**src/rtl/if_stage_if.sv**
```systemverilog
// Handshake and bus bundle between pre-IF/ICache/ID and the IF stage.
// The slave modport is the IF stage; the master is the surrounding pipeline.
interface if_stage_if;
  logic        ps_to_fs_valid;
  logic [39:0] ps_to_fs_bus;
  logic        fs_allowin;
  logic [31:0] inst_rdata;
  logic        inst_data_ok;
  logic        ds_allowin;
  logic        fs_to_ds_valid;
  logic [69:0] fs_to_ds_bus;
  logic        flush;

  modport slave (
    input  ps_to_fs_valid, ps_to_fs_bus, inst_rdata, inst_data_ok, ds_allowin, flush,
    output fs_allowin, fs_to_ds_valid, fs_to_ds_bus
  );

  modport master (
    output ps_to_fs_valid, ps_to_fs_bus, inst_rdata, inst_data_ok, ds_allowin, flush,
    input  fs_allowin, fs_to_ds_valid, fs_to_ds_bus
  );
endinterface

```
**src/rtl/if_stage.sv**
```systemverilog
// Instruction-fetch stage: tracks one outstanding ICache request per entry and
// hands the fetched word (or a fetch exception) to ID, with zero-latency bypass.
module if_stage (
  input  logic      clk,
  input  logic      resetn,
  if_stage_if.slave fs
);
  typedef enum logic [1:0] {EMPTY, WAIT, HOLD, DROP} state_t;

  state_t      state_q, state_d;
  logic [31:0] pc_q, pc_d;
  logic [31:0] inst_buf_q, inst_buf_d;
  logic        ex_q, ex_d;
  logic [4:0]  exctype_q, exctype_d;

  logic        in_inst_valid, in_bdd, in_ex;
  logic [31:0] in_pc;
  logic [4:0]  in_exctype;
  logic        fs_ready_go, allowin, capture, accept, handoff, bypass;
  state_t      cap_state;

  assign {in_inst_valid, in_bdd, in_pc, in_ex, in_exctype} = fs.ps_to_fs_bus;

  always_comb begin
    fs_ready_go = (state_q == HOLD) || ((state_q == WAIT) && fs.inst_data_ok);
    allowin     = fs.flush || (state_q == EMPTY)
                || (((state_q == WAIT) || (state_q == HOLD)) && fs_ready_go && fs.ds_allowin)
                || ((state_q == DROP) && fs.inst_data_ok);
    capture     = fs.ps_to_fs_valid && allowin && !fs.flush;
    accept      = capture && (in_inst_valid || in_ex);
    cap_state   = in_ex ? HOLD : (in_bdd ? DROP : WAIT);
    handoff     = fs_ready_go && !fs.flush && fs.ds_allowin;
    bypass      = (state_q == WAIT) && fs.inst_data_ok;
  end

  always_comb begin
    state_d    = state_q;
    pc_d       = pc_q;
    inst_buf_d = inst_buf_q;
    ex_d       = ex_q;
    exctype_d  = exctype_q;
    unique case (state_q)
      EMPTY: state_d = EMPTY;
      WAIT: begin
        // A flush coinciding with data_ok completes the request; going to DROP would wait forever.
        if (fs.flush)
          state_d = fs.inst_data_ok ? EMPTY : DROP;
        else if (fs.inst_data_ok && !fs.ds_allowin) begin
          state_d    = HOLD;
          inst_buf_d = fs.inst_rdata;
        end else if (handoff)
          state_d = EMPTY;
      end
      HOLD: if (fs.flush || handoff) state_d = EMPTY;
      DROP: if (fs.inst_data_ok) state_d = EMPTY;
      default: state_d = EMPTY;
    endcase
    // Capture only occurs in cycles where the current occupant has just left.
    if (accept) begin
      state_d    = cap_state;
      pc_d       = in_pc;
      ex_d       = in_ex;
      exctype_d  = in_exctype;
      inst_buf_d = '0;
    end
  end

  always_ff @(posedge clk or negedge resetn) begin
    if (!resetn) begin
      state_q    <= EMPTY;
      pc_q       <= '0;
      inst_buf_q <= '0;
      ex_q       <= 1'b0;
      exctype_q  <= '0;
    end else begin
      state_q    <= state_d;
      pc_q       <= pc_d;
      inst_buf_q <= inst_buf_d;
      ex_q       <= ex_d;
      exctype_q  <= exctype_d;
    end
  end

  assign fs.fs_allowin     = allowin;
  assign fs.fs_to_ds_valid = fs_ready_go && !fs.flush;
  assign fs.fs_to_ds_bus   = {ex_q, exctype_q, pc_q, bypass ? fs.inst_rdata : inst_buf_q};
endmodule

```
**src/flat_wrapper.sv**
```systemverilog
// flat-port wrapper written by rule: the top's interface ports become plain ports
module if_stage_flat 
  (clk, resetn, fs_ps_to_fs_valid, fs_ps_to_fs_bus, fs_inst_rdata, fs_inst_data_ok, fs_ds_allowin, fs_flush, fs_fs_allowin, fs_fs_to_ds_valid, fs_fs_to_ds_bus);
  if_stage_if fs_i ();
  input  logic clk;
  input  logic resetn;
  input wire logic [$bits(fs_i.ps_to_fs_valid)-1:0] fs_ps_to_fs_valid;
  input wire logic [$bits(fs_i.ps_to_fs_bus)-1:0] fs_ps_to_fs_bus;
  input wire logic [$bits(fs_i.inst_rdata)-1:0] fs_inst_rdata;
  input wire logic [$bits(fs_i.inst_data_ok)-1:0] fs_inst_data_ok;
  input wire logic [$bits(fs_i.ds_allowin)-1:0] fs_ds_allowin;
  input wire logic [$bits(fs_i.flush)-1:0] fs_flush;
  output wire logic [$bits(fs_i.fs_allowin)-1:0] fs_fs_allowin;
  output wire logic [$bits(fs_i.fs_to_ds_valid)-1:0] fs_fs_to_ds_valid;
  output wire logic [$bits(fs_i.fs_to_ds_bus)-1:0] fs_fs_to_ds_bus;
  assign fs_i.ps_to_fs_valid = fs_ps_to_fs_valid;
  assign fs_i.ps_to_fs_bus = fs_ps_to_fs_bus;
  assign fs_i.inst_rdata = fs_inst_rdata;
  assign fs_i.inst_data_ok = fs_inst_data_ok;
  assign fs_i.ds_allowin = fs_ds_allowin;
  assign fs_i.flush = fs_flush;
  assign fs_fs_allowin = fs_i.fs_allowin;
  assign fs_fs_to_ds_valid = fs_i.fs_to_ds_valid;
  assign fs_fs_to_ds_bus = fs_i.fs_to_ds_bus;
  if_stage u_core (.clk(clk), .resetn(resetn), .fs(fs_i));
endmodule
```
**config.mk**
```make
export PLATFORM = sky130hd
export DESIGN_NAME = if_stage_flat
export DESIGN_NICKNAME = d
export VERILOG_FILES = /design/src/rtl/if_stage_if.sv /design/src/rtl/if_stage.sv /design/src/flat_wrapper.sv
export SDC_FILE = /design/constraint.sdc
export NUM_CORES = 1
export LEC_CHECK = 0
export BUFFER_PORTS_ARGS = -buffer_cell sky130_fd_sc_hd__clkbuf_2
export CAP_MARGIN = 20
export CORE_MARGIN = 2
export CORE_UTILIZATION = 51
export DETAILED_ROUTE_END_ITERATION = 7
export PLACE_DENSITY = 0.85
export RECOVER_POWER = 100
export REMOVE_ABC_BUFFERS = 1
export SKIP_CTS_REPAIR_TIMING = 1
export SYNTH_ARGS = -nofsm -noshare
export SYNTH_HDL_FRONTEND = slang
export SYNTH_SLANG_ARGS = --single-unit
```
**constraint.sdc**
```tcl
create_clock -name clk -period 4.06 [get_ports clk]
set_input_delay 0.203 -clock clk [delete_from_list [all_inputs] [get_ports clk]]
set_output_delay 0.203 -clock clk [all_outputs]
set_load 0.01 [all_outputs]
```
== Word-level counts from Yosys, hierarchy flattened ==
Index checks and enable logic that the tools add are counted.
W data, S select, Z words.

* Bits of input ports: 78
* Output and inout port bits: 72
* Flip-flop bits (word level): 72

* Muxes and demuxes: 15
* Reduce and logical (&&, ||, !) cells: 24
* Eq/ne operators: 7

{| class="wikitable"
|+ Operators with widths
! kind !! number
|-
| $mux W32 || 5
|-
| $mux W2 || 9
|-
| $logic_and A1 B1 Y1 || 10
|-
| $pmux W2 S4 || 1
|-
| $logic_or A1 B1 Y1 || 7
|-
| $ne A3 B2 Y1 const B || 2
|-
| $reduce_and A3 Y1 || 2
|-
| $ne A5 B3 Y1 const B || 1
|-
| $eq A2 B2 Y1 const B || 2
|-
| $reduce_bool A2 Y1 || 2
|-
| $eq A2 B1 Y1 const B || 1
|-
| $logic_not A1 Y1 || 2
|-
| $logic_not A2 Y1 || 1
|-
| $ne A2 B1 Y1 const B || 1
|}

== Logic depth before layout (Yosys ltp) ==
* Depth in word-level cells: 12
* Gate-level depth with buffers: 8
* Mapped depth without buffers: 6

== Least setup slack after synthesis ==
Ideal clock, no wire load.

* Path kind: register to register
* Start: reg u_core.state_q[1]
* End: reg u_core.ex_q
* Setup slack: 2.200 ns
* Clock period less this slack: 1.860 ns
* Stages on the path, launching flop included: 9
* Arrival time: 1.735 ns
* Library setup time: 0.125 ns
* Path through: dfrtp_1 inv_1 ha_1 a21oi_1 o21ai_2 and2_1 buf_6 buf_12 mux2_4

* Cells in the longest elaborated chain, start to end: 10

{| class="wikitable"
|+ RTL lines
! what !! RTL line !! text
|-
| from (decl) || if_stage.sv:10 || <nowiki>state_t state_q, state_d;</nowiki>
|-
| from (signal assigned) || if_stage.sv:76 || <nowiki>state_q <= state_d;</nowiki>
|-
| $eq A2 B1 Y1 || if_stage.sv:25, if_stage.sv:27 ||
|-
| $logic_and A1 B1 Y1 || if_stage.sv:25 || <nowiki>fs_ready_go = (state_q == HOLD) || ((state_q == WAIT) && fs.inst_data_ok);</nowiki>
|-
| $logic_or A1 B1 Y1 || if_stage.sv:25 ||
|-
| $logic_and A1 B1 Y1 (2 in series) || if_stage.sv:27 || <nowiki>|| (((state_q == WAIT) || (state_q == HOLD)) && fs_ready_go && fs.ds_allowin)</nowiki>
|-
| $logic_or A1 B1 Y1 || if_stage.sv:27 ||
|-
| $logic_or A1 B1 Y1 (*) || if_stage.sv:28 || <nowiki>|| ((state_q == DROP) && fs.inst_data_ok);</nowiki>
|-
| named net fs_fs_allowin || flat_wrapper.sv:13 || <nowiki>output wire logic [$bits(fs_i.fs_allowin)-1:0] fs_fs_allowin;</nowiki>
|-
| $logic_and A1 B1 Y1 (*) (2 in series) || if_stage.sv:29 || <nowiki>capture = fs.ps_to_fs_valid && allowin && !fs.flush;</nowiki>
|-
| $logic_and A1 B1 Y1 (*) || if_stage.sv:30 || <nowiki>accept = capture && (in_inst_valid || in_ex);</nowiki>
|-
| to (signal assigned) || if_stage.sv:73 || <nowiki>ex_q <= 1'b0;</nowiki>
|-
| to (signal assigned) || if_stage.sv:79 || <nowiki>ex_q <= ex_d;</nowiki>
|-
| to (decl) || if_stage.sv:13 || <nowiki>logic ex_q, ex_d;</nowiki>
|}

The timed path passes the listed nets; every way through them passes the cells marked *.
A chain may end at the register's enable or synchronous reset.

== Worst setup path after layout ==
* Start: reg u_core.state_q[1]
* End: out fs_fs_to_ds_bus[13]

* Cells in the longest elaborated chain, start to end: 3

{| class="wikitable"
|+ RTL lines
! what !! RTL line !! text
|-
| $eq A2 B1 Y1 || if_stage.sv:33 || <nowiki>bypass = (state_q == WAIT) && fs.inst_data_ok;</nowiki>
|-
| $logic_and A1 B1 Y1 || if_stage.sv:33 ||
|-
| $mux W32 || if_stage.sv:86 || <nowiki>assign fs.fs_to_ds_bus = {ex_q, exctype_q, pc_q, bypass ? fs.inst_rdata : inst_buf_q};</nowiki>
|-
| to (decl) || flat_wrapper.sv:15 || <nowiki>output wire logic [$bits(fs_i.fs_to_ds_bus)-1:0] fs_fs_to_ds_bus;</nowiki>
|}

No other way between the ends.

==> metrics.md <==
| Metric | Value |
|---|---|
| Row count | `29` |
| DP HPWL | `around 5.5 mm` |
| Final WL | `just over 7 mm` |
| Top cells by count, synth | `72 x dfrtp_1, 38 x mux2_4, 33 x mux2_2, 32 x a22o_1, 5 x buf_6` |
| Post-Place Cells | `between 400 and 500` |
| Vias in the first global route | `about 2400` |
| Fraction of registers with async set/reset | `between 90% and 100%` |
| Maximum VDD drop | `0.193 mV` |
| Mapped Cells | `roughly 220` |
| H-tree depth | `3` |
| Max cap viols | `2` |
| RSZ-0062 raised after global routing | `false` |
| Layout cell share with drive strength beyond 1 | `a little over a third` |
| Mapped Area | `about 0.0034 mm2` |
| R2R Setup Slk | `roughly 0.96 ns` |
| Die footprint | `0.00737 mm2` |
| Gr usage total | `approximately a fifth` |
| Worst-case clock buffer depth | `2` |
| Fin crit period | `3.14 ns` |
| Initial Util | `between 50% and 60%` |
| Final weighted congestion of routability-driven global placement | `around 0.98` |
| Die Span X | `about 86 um` |
| Wirelength per Cell | `about 16 um` |
| Tightest Pin Transition | `between 1.5 and 2 ns` |
| DRC | `15` |
| Skew final | `roughly 0.0077 ns` |
| F_max | `roughly 0.32 GHz` |
| Final ANT Viol Nets | `0` |
| Synth top area share | `between 50% and 60%` |
| GRT Residual Overflow | `0` |
| Slew Viols, Final | `71` |
| Most frequent cell after synthesis | `dfrtp_1` |
| Worst Hold Class | `in2reg` |
| Arrival time worst endpoint | `between 2 and 3 ns` |
| Layout Nets | `around 460` |
| Slowest stage delay, CP | `between 1 and 1.5 ns` |
| Number of synthesized flops with an enable pin | `0` |
| Worst-path fanout max | `33` |
| Worst setup margin | `between 0.9 and 1 ns` |
| Final worst path period share | `between 70 and 80%` |
| Synthesized flop and latch total | `72` |
| Setup TNS | `0 ns` |
| Synthesized area per cell | `roughly 15 um2` |
| Pre-Repair DR Iteration Count | `6` |
| Failing checks | `design-rule violations, max-capacitance violations, max-slew violations` |
| Crit Reg-Reg Startpoint | `u_core.state_q[1]$_DFFE_PN0P_` |
| Die H | `approximately 86 um` |
| Initial DRC count | `90` |
| Outcome | `finished, violations left` |
| Sequential area share after synthesis | `between 50% and 60%` |
| Input/output buffers | `approximately 150` |
| Placed instance area | `roughly 0.0041 mm2` |
| Synth area leader | `dfrtp_1` |
| Post-route cell area | `around 0.0041 mm2` |
| Pwr Density | `around 460 mW/mm2` |
| Worst reg2reg path endpoint | `u_core.inst_buf_q[8]$_DFFE_PN0P_` |
| CP Capture Type | `output pin` |
| Worst hold endpoint | `u_core.pc_q[20]$_DFFE_PN0P_` |
| Most used DFF post-synth | `dfrtp_1` |
| Final Non-Filler Cells | `between 400 and 500` |
| First-pass GRT wire length | `between 10 and 15 mm` |
| Top-level I/O count | `150` |
| Max-slew headroom | `-25.8%` |
| Fin. Hold Viols | `0` |
| Most used cell along the critical path | `clkbuf_1` |
| Leakage | `between 2 and 2.5 nW` |
| Critical path, cell by cell | `inv_1, ha_1, nand2_1, clkbuf_1, mux2_2, clkbuf_1` |
| Diodes inserted | `0` |
| CTS tree | `done` |
| Worst EP required | `around 3.9 ns` |
| # fillers | `between 500 and 600` |
| Hold path start | `fs_ps_to_fs_bus[26]` |
| Library cells used by synthesis | `27` |
| Largest net degree at the start of global routing | `38` |
| FF-to-FF path depth | `8` |
| # setup viols final | `0` |
| Startpoint Class | `flop` |
| CTS clock-pin slew for the worst setup and hold paths | `approximately 0.08 ns` |
| Initial antenna violation count | `0` |
| Synth area leaders | `dfrtp_1 53%, mux2_4 17%, mux2_2 11%` |
| Via Count | `2447` |
| Synth warnings | `0` |
| Clock tree root buffer cell | `clkbuf_8` |
| Vias/cell | `around 5.4` |
| Cts bufs inserted | `9` |
| CP Class | `reg2out` |
| Worst path slowest cell | `clkbuf_1` |
| Syn-to-layout area delta | `20.7%` |
| Pre-CTS setup slack | `around 1.4 ns` |
| CTS sink count | `between 70 and 80` |
| Core area | `roughly 0.0064 mm2` |
| Hold Crit Depth | `2` |
| Worst skew pair latency | `0.34 ns` |
-- metal layers --
| metal | up-vias | share of wire [%] | global-route usage [%] |
|---|---|---|---|
| met5 | - | 0 | 0 |
| met4 | 0 | 1.6 | 7.79 |
| met3 | 9 | 9.5 | 5.49 |
| met2 | 130 | 46 | 32.3 |
| met1 | 1180 | 43 | 27.1 |
| li1 | 1128 | - | - |
-- cells by family after synthesis --
kind of cell	synth area share (%)
compound gates	10.1
fa+ha+maj	1.46
buf+inv	5.46
flops	52.7
mux	27.9
simple gates	2.38
-- flip-flops by register name, indices dropped and copies added, names as in the netlist --
register / cells
u_core.ex_q: 1
u_core.exctype_q: 5
u_core.inst_buf_q: 32
u_core.pc_q: 32
u_core.state_q: 2
-- worst max-delay path by stage --
stage / slack, ns / end / cells past startpoint / start
3_5_place_dp: 1.38 / u_core.pc_q[15]$_DFFE_PN0P_ / 7 / u_core.state_q[1]$_DFFE_PN0P_
3_3_place_gp: 1.55 / u_core.pc_q[29]$_DFFE_PN0P_ / 7 / u_core.state_q[1]$_DFFE_PN0P_
6_report: 0.92 / fs_fs_to_ds_bus[13] / 6 / u_core.state_q[1]$_DFFE_PN0P_
4_1_cts: 1.37 / u_core.pc_q[15]$_DFFE_PN0P_ / 7 / u_core.state_q[1]$_DFFE_PN0P_
5_1_grt: 0.72 / u_core.inst_buf_q[19]$_DFFE_PN0P_ / 8 / u_core.state_q[1]$_DFFE_PN0P_
2_1_floorplan: 0.92 / u_core.inst_buf_q[0]$_DFFE_PN0P_ / 6 / u_core.state_q[1]$_DFFE_PN0P_
-- critical path, delay by kind of cell (launching register included) --
kind          cells  cell delay, ns
simple gates      1            0.08
fa+ha+maj         1            0.23
mux               1            0.45
flops             1            0.37
buf+inv           3            1.46
-- final cells by class --
type / count / area (um2) / area share [%]
sequential: 72 / 1800 / 43.7
clock buffer: 9 / 124 / 3.00
clock inverter: 7 / 96.3 / 2.34
timing repair buffer: 156 / 698 / 16.9
inverter: 3 / 11.3 / 0.273
tap: 77 / 96.3 / 2.34
multi-input combinational: 131 / 1290 / 31.4
-- through the flow --
stage	power [mW]	utilization (%)	hold slack, ns
global placement	1.42	64.4	0.301
detailed placement	1.44	64.4	0.320
floorplan	1.21	-	-0.0926
CTS	2.05	67.9	-0.0558
finish	1.92	64.2	0.0776
global route	2.01	64.2	0.0651
-- where the power goes --
group          internal (mW)  switching (mW)
Combinational          0.190           0.223
Clock                  0.347           0.263
Sequential             0.831          0.0612
-- placed cells by master, fill, tap and decap left out, types with 2 or more instances in the layout --
cell and n:
inv_1 3, bufinv_16 2, clkbuf_8 9, mux2_4 2, mux2_2 33, clkinv_2 2, mux2_1 36, clkbuf_2 79
clkbuf_1 74, nand2_1 3, buf_4 2, o21ai_0 2, nor2_1 3, clkinv_4 3, nor3b_1 3, a22o_1 32
dfrtp_1 72, a21oi_1 2, ha_1 4
Power figures use the tool's default switching activity.
